**config.mk**
```make
export PLATFORM = sky130hd
export DESIGN_NAME = layer_serializer
export DESIGN_NICKNAME = d
export VERILOG_FILES = /design/src/rtl/layer_serializer.sv
export SDC_FILE = /design/constraint.sdc
export NUM_CORES = 1
export LEC_CHECK = 0
export ABC_AREA = 1
export BUFFER_PORTS_ARGS = -buffer_cell sky130_fd_sc_hd__buf_2
export CAP_MARGIN = 20
export CELL_PAD_IN_SITES_DETAIL_PLACEMENT = 0
export CELL_PAD_IN_SITES_GLOBAL_PLACEMENT = 1
export CORE_AREA = 2 2 255 358
export CTS_CLUSTER_DIAMETER = 50
export DETAILED_ROUTE_END_ITERATION = 8
export DIE_AREA = 0 0 257 360
export PLACE_DENSITY_LB_ADDON = 0.1
export SETUP_SLACK_MARGIN = 0.02
export SLEW_MARGIN = 5
export SYNTH_ARGS = -nofsm -noshare
export SYNTH_HDL_FRONTEND = slang
export SYNTH_SLANG_ARGS = --single-unit
```
**constraint.sdc**
```tcl
create_clock -name clk -period 6.7 [get_ports clk]
set_clock_uncertainty 0.2 [all_clocks]
set_input_delay 0.67 -clock clk [delete_from_list [all_inputs] [get_ports clk]]
set_output_delay 0.67 -clock clk [all_outputs]
set_load 0.02 [all_outputs]
```
**src/rtl/layer_serializer.sv**
```systemverilog
// layer_serializer: captures NN per-neuron results (any order, any skew) and
// replays them as a one-word-per-cycle valid/data stream, lane 0 first.
//
// Ports:
//   clk       rising-edge clock
//   rst       synchronous reset, active-high
//   i_valid   [NN]            per-lane capture pulses
//   i_data    [NN*dataWidth]  lane k at [k*dataWidth +: dataWidth]
//   o_valid   stream word valid (registered)
//   o_data    stream word (registered, holds when o_valid is low)
//   o_last    marks word NN-1 (registered)
//   busy      high while sending (registered)
//   overflow  sticky: duplicate lane or dropped pulse; cleared by rst only
//
// Optional feature: define LAYER_SERIALIZER_SKID_EN to add a shadow bank that
// captures the next frame while the current one is being sent, allowing
// back-to-back frames with no gap cycles.
module layer_serializer #(
  parameter int unsigned NN        = 30,
  parameter int unsigned dataWidth = 16
) (
  input  logic                    clk,
  input  logic                    rst,
  input  logic [NN-1:0]           i_valid,
  input  logic [NN*dataWidth-1:0] i_data,
  output logic                    o_valid,
  output logic [dataWidth-1:0]    o_data,
  output logic                    o_last,
  output logic                    busy,
  output logic                    overflow
);

  localparam int unsigned CW = (NN > 1) ? $clog2(NN) : 1;
  localparam logic [CW-1:0] LAST_IDX = CW'(NN - 1);
  localparam logic [NN-1:0] ALL_ONES = '1;

  typedef enum logic {S_IDLE, S_SEND} state_e;
  typedef logic [NN-1:0][dataWidth-1:0] bank_t;

  state_e                state_q, state_d;
  bank_t                 bank_q, bank_d;
  logic [NN-1:0]         got_q, got_d;
  logic [CW-1:0]         cnt_q, cnt_d;
  logic                  o_valid_q, o_valid_d;
  logic [dataWidth-1:0]  o_data_q, o_data_d;
  logic                  o_last_q, o_last_d;
  logic                  busy_q, busy_d;
  logic                  overflow_q, overflow_d;
`ifdef LAYER_SERIALIZER_SKID_EN
  bank_t                 shadow_q, shadow_d;
  logic [NN-1:0]         sgot_q, sgot_d;
`endif

  bank_t         lanes_c;
  logic [CW-1:0] cnt_inc_c;
  logic          start_c;

  assign lanes_c = bank_t'(i_data);

  // Next-state, capture and output computation.
  always_comb begin
    state_d    = state_q;
    bank_d     = bank_q;
    got_d      = got_q;
    cnt_d      = cnt_q;
    o_valid_d  = 1'b0;
    o_data_d   = o_data_q;
    o_last_d   = 1'b0;
    busy_d     = busy_q;
    overflow_d = overflow_q;
`ifdef LAYER_SERIALIZER_SKID_EN
    shadow_d   = shadow_q;
    sgot_d     = sgot_q;
`endif
    cnt_inc_c  = cnt_q + CW'(1);
    start_c    = 1'b0;

    case (state_q)
      S_IDLE: begin
        for (int k = 0; k < NN; k++) begin
          if (i_valid[k]) begin
            bank_d[k] = lanes_c[k];
            got_d[k]  = 1'b1;
            if (got_q[k]) overflow_d = 1'b1;
          end
        end
        // Lanes landing on this edge count toward completion.
        if (got_d == ALL_ONES) start_c = 1'b1;
      end

      S_SEND: begin
`ifdef LAYER_SERIALIZER_SKID_EN
        for (int k = 0; k < NN; k++) begin
          if (i_valid[k]) begin
            shadow_d[k] = lanes_c[k];
            sgot_d[k]   = 1'b1;
            if (sgot_q[k]) overflow_d = 1'b1;
          end
        end
`else
        if (|i_valid) overflow_d = 1'b1;
`endif
        // cnt_q indexes the word currently on the output.
        if (cnt_q == LAST_IDX) begin
          state_d = S_IDLE;
          busy_d  = 1'b0;
          cnt_d   = '0;
`ifdef LAYER_SERIALIZER_SKID_EN
          // Hand the shadow frame to the primary bank; restart if complete.
          bank_d = shadow_d;
          got_d  = sgot_d;
          sgot_d = '0;
          if (got_d == ALL_ONES) start_c = 1'b1;
`endif
        end else begin
          cnt_d     = cnt_inc_c;
          o_valid_d = 1'b1;
          o_data_d  = bank_q[cnt_inc_c];
          o_last_d  = (cnt_inc_c == LAST_IDX);
        end
      end
    endcase

    // Frame start: word 0 goes out registered on the same edge.
    if (start_c) begin
      state_d   = S_SEND;
      got_d     = '0;
      cnt_d     = '0;
      o_valid_d = 1'b1;
      o_data_d  = bank_d[0];
      o_last_d  = (NN == 1);
      busy_d    = 1'b1;
    end
  end

  // State and output registers; data banks need no reset.
  always_ff @(posedge clk) begin
    bank_q <= bank_d;
`ifdef LAYER_SERIALIZER_SKID_EN
    shadow_q <= shadow_d;
`endif
    if (rst) begin
      state_q    <= S_IDLE;
      got_q      <= '0;
      cnt_q      <= '0;
      o_valid_q  <= 1'b0;
      o_data_q   <= '0;
      o_last_q   <= 1'b0;
      busy_q     <= 1'b0;
      overflow_q <= 1'b0;
`ifdef LAYER_SERIALIZER_SKID_EN
      sgot_q     <= '0;
`endif
    end else begin
      state_q    <= state_d;
      got_q      <= got_d;
      cnt_q      <= cnt_d;
      o_valid_q  <= o_valid_d;
      o_data_q   <= o_data_d;
      o_last_q   <= o_last_d;
      busy_q     <= busy_d;
      overflow_q <= overflow_d;
`ifdef LAYER_SERIALIZER_SKID_EN
      sgot_q     <= sgot_d;
`endif
    end
  end

  assign o_valid  = o_valid_q;
  assign o_data   = o_data_q;
  assign o_last   = o_last_q;
  assign busy     = busy_q;
  assign overflow = overflow_q;

endmodule

```
==> impl_metrics.env <==
export IMPL_numCtsBuffers=72
export IMPL_r2r_slack_ns=2.88
export IMPL_slew_headroom_pct=32.5
export IMPL_synth_nets=2609
export IMPL_final_period_utilization_pct=57.0
export IMPL_total_power_mw=8.46
export IMPL_grt_pass1_wl_mm=137
export IMPL_die_area_um2=92500
export IMPL_clock_path_buffers=3
export IMPL_clk_pin_slew_ns=0.06
export IMPL_cap_violations=0
export IMPL_worstPathMaxFanout=94
export IMPL_ys_async_sr_fraction_pct=0
export IMPL_holdPathEnd="bank_q[370]$_DFFE_PP_"
export IMPL_post_dp_hpwl_mm=70.3
export IMPL_instances_no_fill=4069
export IMPL_r2r_start="cnt_q[0]$_SDFFE_PP0P_"
export IMPL_synth_seq_cells=535
export IMPL_first_iter_violations=1238
export IMPL_first_pass_iters=7
export IMPL_final_cell_mix="buf_2, nand2_1, edfxtp_1, nor2_1, dlygate4sd3_1"
export IMPL_clk_root_buffer_cell="clkbuf_16"
export IMPL_syn_avg_cell_area_um2=10.6
export IMPL_antenna_left=0
export IMPL_ctsResizeCount=0
export IMPL_core_um2=89300
export IMPL_r2r_end="o_data[6]$_SDFFE_PP0P_"
export IMPL_via_per_inst=4.43
export IMPL_hold_worst_slack_ns=0.0409
export IMPL_syn_instance_count=2094
export IMPL_clkLatencyLatePin_ns=0.61
export IMPL_syn_to_final_growth_pct=38.3
export IMPL_synthFlopType="edfxtp_1"
export IMPL_cts_hold_buf=203
export IMPL_cts_setup_buffers=0
export IMPL_htreeDepth=3
export IMPL_ios=532
export IMPL_cts_tree="yes"
export IMPL_post_drt_wl_per_cell_um=23.6
export IMPL_die_height_um=360
export IMPL_syn_area_um2=22200
export IMPL_setup_viol_count_final=0
export IMPL_slew_violations=0
export IMPL_layout_commonest_cell="buf_2"
export IMPL_antenna_found_initial=9
export IMPL_path_class="flop to flop"
export IMPL_yosysUniqueCellTypes=30
export IMPL_ys_seq_area_share_pct=69.2
export IMPL_worstMarginPinSlew_ns=1.01
export IMPL_rsz0062_at_grt="false"
export IMPL_crit_required_ns=7.05
export IMPL_hp_start="i_data[370]"
export IMPL_cp_end_kind="flop"
export IMPL_overflow=0
export IMPL_status="finished clean"
export IMPL_post_place_ws_ns=2.75
export IMPL_ir_worst_vdd_mv=0.144
export IMPL_synth_edff_count=464
export IMPL_p_per_area_nw_per_um2=276
export IMPL_r2r_cells=10
export IMPL_leakagePower_nw=12.9
export IMPL_timing_setup_tns_ns=0
export IMPL_grt_max_degree=95
export IMPL_gp_congestion=0.782
export IMPL_grtUsageTotal_pct=20.5
export IMPL_start_kind="flop"
export IMPL_fin_area_um2=30700
export IMPL_fin_nets=3336
export IMPL_io_buffers=531
export IMPL_n_fill_cell=9174
export IMPL_post_route_drc_count=0
export IMPL_period_needed_ns=3.82
export IMPL_layout_setup_ws_ns=2.88
export IMPL_vias=18000
export IMPL_drive_gt1_share_pct=25.4
export IMPL_dp_cells=3732
export IMPL_grt_pass1_vias=19300
export IMPL_clkSinkCount=535
export IMPL_crit_arrival_ns=4.18
export IMPL_rows=130
export IMPL_fin_util_pct=34.4
export IMPL_placed_area_um2=26200
export IMPL_die_width_um=257
export IMPL_hold_viol=0
export IMPL_initial_core_util_pct=24.8
export IMPL_drt_total_wl_mm=96.1
export IMPL_worstHoldPathType="primary input to flop"
export IMPL_yosys_warnings=0
export IMPL_fmax_mhz=262
export IMPL_hold_depth=1
[cell usage after synthesis, types with 9 or more instances]
library cell  count  area share, %
nand2_1         510            8.6
edfxtp_1        464             63
nor2_1          321            5.4
nand3_1         171            3.9
o21ai_0         138            3.1
inv_1           132            2.2
dfxtp_1          71            6.4
buf_2            58            1.3
a21oi_1          47            1.1
o211ai_1         37            1.3
clkbuf_1         34           0.58
buf_4            14           0.47
o22ai_1          14           0.39
o21ai_1          12           0.27
o221ai_1         12           0.47
or2_2            10           0.28
nor4_1            9           0.25
[flip-flops by register name (all words and copies together), names as in the netlist]
signal / cells
bank_q: 480
got_q: 30
cnt_q: 5
busy: 1
overflow: 1
o_data: 16
o_valid: 1
o_last: 1
[routing by layer]
metal  GRT usage, %  vias to the layer above  routed length (um)
met3           2.96                      112                4280
met5              0                        -                  52
met1           25.6                     8784               40700
met4           5.26                        8                1730
li1               -                     8593                   -
met2           37.0                      549               49300
[cell families after synthesis]
group	after synthesis	synth area share [%]
compound gates	264	6.71
xor+xnor	1	0.0733
fa+ha+maj	3	0.169
buf+inv	253	4.91
flops	535	69.2
simple gates	1038	18.9
[critical path, cell delays in order, from the launching register on]
cell and delay (ns):
dfxtp_4 0.68, buf_4 0.83, buf_4 0.82, o21ai_0 0.22, o22ai_1 0.20, nand2_1 0.18, nand2_1 0.13, nand2_1 0.07
nand2_1 0.14, nand3_1 0.08, nand2_1 0.08
[power breakdown]
| part | switching, mW | total [mW] | internal, mW |
|---|---|---|---|
| logic | 0.331 | 0.587 | 0.257 |
| registers | 0.0523 | 3.88 | 3.83 |
| clock network | 1.58 | 4.00 | 2.42 |
| total | 1.97 | 8.46 | 6.50 |
[cell type report]
type	instances	area [um^2]	share of cell area, %
flip-flops and latches	535	15400	50.1
multi-input cells	1306	5890	19.2
repair buffers	767	4940	16.1
clock buffers	88	2000	6.51
well taps	1188	1490	4.84
inverters	139	532	1.73
clock inverters	40	455	1.48
diodes	6	15.0	0.0489
[how the worst max path moves through the flow]
stage                          startpoint  cells past startpoint                     end
detailed placement  cnt_q[0]$_SDFFE_PP0P_                     11  o_data[2]$_SDFFE_PP0P_
global route        cnt_q[0]$_SDFFE_PP0P_                     11  o_data[2]$_SDFFE_PP0P_
CTS                 cnt_q[0]$_SDFFE_PP0P_                     11  o_data[2]$_SDFFE_PP0P_
floorplan           cnt_q[0]$_SDFFE_PP0P_                     14  o_data[2]$_SDFFE_PP0P_
global placement    cnt_q[0]$_SDFFE_PP0P_                     11  o_data[2]$_SDFFE_PP0P_
finish              cnt_q[0]$_SDFFE_PP0P_                     10  o_data[6]$_SDFFE_PP0P_
(Power assumes the default switching activity.)
